## src/rtl/parity_gen_chk.sv

```systemverilog
// Multi-lane parity generator/checker: one output register stage, valid/ready on
// both sides, per-lane parity + mismatch flags, saturating error-beat counter.

module parity_lane #(
    parameter int DATA_WIDTH = 8
) (
    input  logic [DATA_WIDTH-1:0] d,
    input  logic                  par_en,
    input  logic [1:0]            par_typ,
    input  logic                  chk_en,
    input  logic                  rx_par,
    output logic                  par,
    output logic                  err
);
    always_comb begin
        par = 1'b0;
        if (par_en) begin
            case (par_typ)
                2'b00:   par = ^d;
                2'b01:   par = ~^d;
                2'b10:   par = 1'b1;
                default: par = 1'b0;
            endcase
        end
        err = chk_en && par_en && (rx_par != par);
    end
endmodule


```

## config.mk

```make
export PLATFORM = sky130hd
export DESIGN_NAME = parity_lane
export DESIGN_NICKNAME = d
export VERILOG_FILES = /design/src/rtl/parity_gen_chk.sv
export SDC_FILE = /design/constraint.sdc
export NUM_CORES = 1
export LEC_CHECK = 0
export CORE_AREA = 2 2 39 41
export DETAILED_ROUTE_END_ITERATION = 8
export DIE_AREA = 0 0 41 43
export RECOVER_POWER = 50
export SLEW_MARGIN = 20
export SYNTH_ARGS = -nofsm -noshare
export SYNTH_HDL_FRONTEND = slang
export SYNTH_SLANG_ARGS = --single-unit
```

## constraint.sdc

```tcl
create_clock -name vclk -period 2.45
set_input_delay 0.245 -clock vclk [all_inputs]
set_output_delay 0.245 -clock vclk [all_outputs]
set_load 0.03 [all_outputs]
```

# [Yosys cells after proc, flatten, opt, wreduce, memory -nomap -nowiden]
# Index checks and enable logic that the tools add are counted.
[word_totals] output_inout_bits=2 register_bits=0
[classes] eq_ne=3 n_mux=2 reduce_logical=5
[ops] cell="$reduce_xnor A8 Y1" n=1
[ops] cell="$reduce_xor A8 Y1" n=1
[ops] cell="$pmux W1 S3" n=1
[ops] cell="$eq A2 B1 Y1 const B" n=1
[ops] cell="$eq A2 B2 Y1 const B" n=1
[ops] cell="$logic_and A1 B1 Y1" n=2
[ops] cell="$logic_not A2 Y1" n=1
[ops] cell="$mux W1" n=1
[ops] cell="$ne A1 B1 Y1" n=1

# [Longest topological paths before layout]
[depth] ltp_word=5 ltp_mapped=5 depth_no_buf=5

# [Worst setup path after synthesis]
# OpenSTA, ideal clock, no wires.
[synth_path] path_kind="input port to output port" start="in d[5]" end="out par" setup_slack_ps=955 n_path_buf=0 cell_stages=5 t_required_ps=2205 arrival_ps=1250 path_cell_list="xor2_1 xnor2_1 xnor2_1 or3_1 and3_1"
[synth_via] elab_chain_cells=3 word_cells_on_any_way=4
[synth_lines] element="start, declared" line_no="7" text="input logic [DATA_WIDTH-1:0] d,"
[synth_lines] element="$reduce_xnor A8 Y1 or $reduce_xor A8 Y1 (tied branches)" line_no="20, 19"
[synth_lines] element="$pmux W1 S3 (*)" line_no="18" text="case (par_typ)"
[synth_lines] element="$mux W1 (*)" line_no="17" text="if (par_en) begin"
[synth_lines] element="end, declared" line_no="12" text="output logic par,"
# Mark *: on every way between the ends. The rest lies on a longest branch, timed or not.

# [Worst setup path after layout]
[layout_path] start="in d[4]" end="out par"
# Same word-level chain as after synthesis.

==> impl_results.md <==
* Outcome: finished clean
* GRT Util Overall at 3.00%
* CLK BUF at 0
* Pin count of the biggest net entering global routing at 5
* Worst Setup End Kind: output port
* Row cnt at 14
* Post-cts resize count at 1
* Max-slew violations at 0
* Final Cycle Share at 89.7%
* Crit path DAT at 1.95 ns
* Unique masters post-synth at 7
* Die span in y at 43 µm
* Tmin final at 2.20 ns
* CP Launch Type: input pin
* Syn Inst Count at 14
* Mean Syn Cell Area at 7.69 µm²
* I/O Pins at 15
* RSZ-0062 raised after global routing: false
* DRC errors left at 0
* Cts hold-fix bufs at 0
* Fmax at 455 MHz
* Max-Cap Viols at 0
* Vias in the first global route at around 120
* Routed wire length at between 200 and 300 µm
* Drt first-iter violations at 1
* Finished Layout Cells at 46
* Setup Buffers After CTS at 0
* Static leakage at 0.103 nW
* Final hold slack at roughly 1.2 ns
* Yosys top cell by area: xnor2_1
* GRT overflow at 0
* Reg area at 0 µm²
* ANT nets after route at 0
* Die W at 41 µm
* Initial antenna violation count at 0
* Relative slew slack at between 70% and 80%
* Synth Cell Area at ~110 µm²
* Maximum VDD drop at 0.0929 mV
* Synth Warn # at 0
* Port Buf Inserts at 15
* Setup violators final at 0
* Area grow syn2layout at 159%
* Share of layout cells above drive strength 1 at 6.67%
* WL per Instance at 5.74 µm
* Tot Pwr at 76.3 µW
* Count of final hold-check violations at 0
* Via count at approximately 160
* Yosys top cell area share at 48.8%
* Core area at around 1400 µm²
* Worst EP required at 2.20 ns
* Final sequential cell count at 0
* Post-Syn Nets at 27
* P per Cell Area at 274 nW/µm²
* Seq/Total Area, Yosys at 0%
* Top cells by area, synth: xnor2_1, xor2_1, and4b_1
* WS Path Type: input pin to output port
* Initial Utilization at 7.78%
* RePlAce Congestion at 0.501
* Net count, final at 45
* Worst slew pin tran at 0.303 ns
* Hold WC Path Type: input pin to output port
* Drt pass-1 iters at 2
* ANT cells at 0
* First-pass GRT wire length at 414 µm
* Full die area at 1760 µm²
* Via/cell ratio at 3.37
* Critical-path maximum fanout at 3
* Placed cell count at 46
cells in the mapped netlist:
cell type,instances
and3_1,1
and4b_1,1
nor3_1,1
o21ai_0,2
or3_1,1
xnor2_1,6
xor2_1,2
power by group:
part           internal, mW  switching (mW)  leakage [nW]  total [mW]
logic                0.0468          0.0295         0.103      0.0763
clock network             0               0             0           0
registers                 0               0             0           0
total                0.0468          0.0295         0.103      0.0763
critical path, stage by stage:
cell and delay (ns):
clkdlybuf4s50_1 0.47, xor2_1 0.17, xnor2_1 0.15, xnor2_1 0.12, or3_1 0.30, and3_1 0.16, dlygate4sd2_1 0.35
placed cells by master, fill, tap and decap left out:
cell and instances:
and3_1 1, and4b_1 1, buf_4 1, clkbuf_2 1, clkdlybuf4s50_1 13, dlygate4sd2_1 1, nor3_1 1, o21ai_0 2
or3_1 1, xnor2_1 6, xor2_1 2
worst paths after layout:
check | slack [ns] | end | cells after the start | from
worst max-delay path | 0.25 | par | 7 | d[4]
worst min-delay path | 1.22 | err | 3 | chk_en
cell type report:
cell class / count / area, µm²
tap: 16 / 20.0
multi-input combinational: 14 / 108
timing repair buffer: 16 / 151
fill: 157 / 1100
cell families after synthesis:
kind of cell	share of synthesized area [%]
xor+xnor	65.1
simple gates	25.6
compound gates	9.30
metal layers:
metal,global-route usage (%),vias to the layer above,wire (µm)
li1,-,82,-
met1,4.43,58,106
met2,5.00,15,89
met3,0,0,69
met4,0,0,0
met5,0,-,0
per-stage QoR:
step | setup TNS (ns) | util (%) | area [µm²] | setup WS (ns)
floorplan | 0 | - | 108 | 0.955
global placement | -0.00549 | 20.4 | 283 | -0.00549
detailed placement | -0.00544 | 20.4 | 283 | -0.00544
CTS | 0 | 20.3 | 282 | 0.236
global route | 0 | 20.2 | 279 | 0.137
finish | 0 | 20.2 | 279 | 0.252
Note: power is estimated with default switching activity, not from simulation.
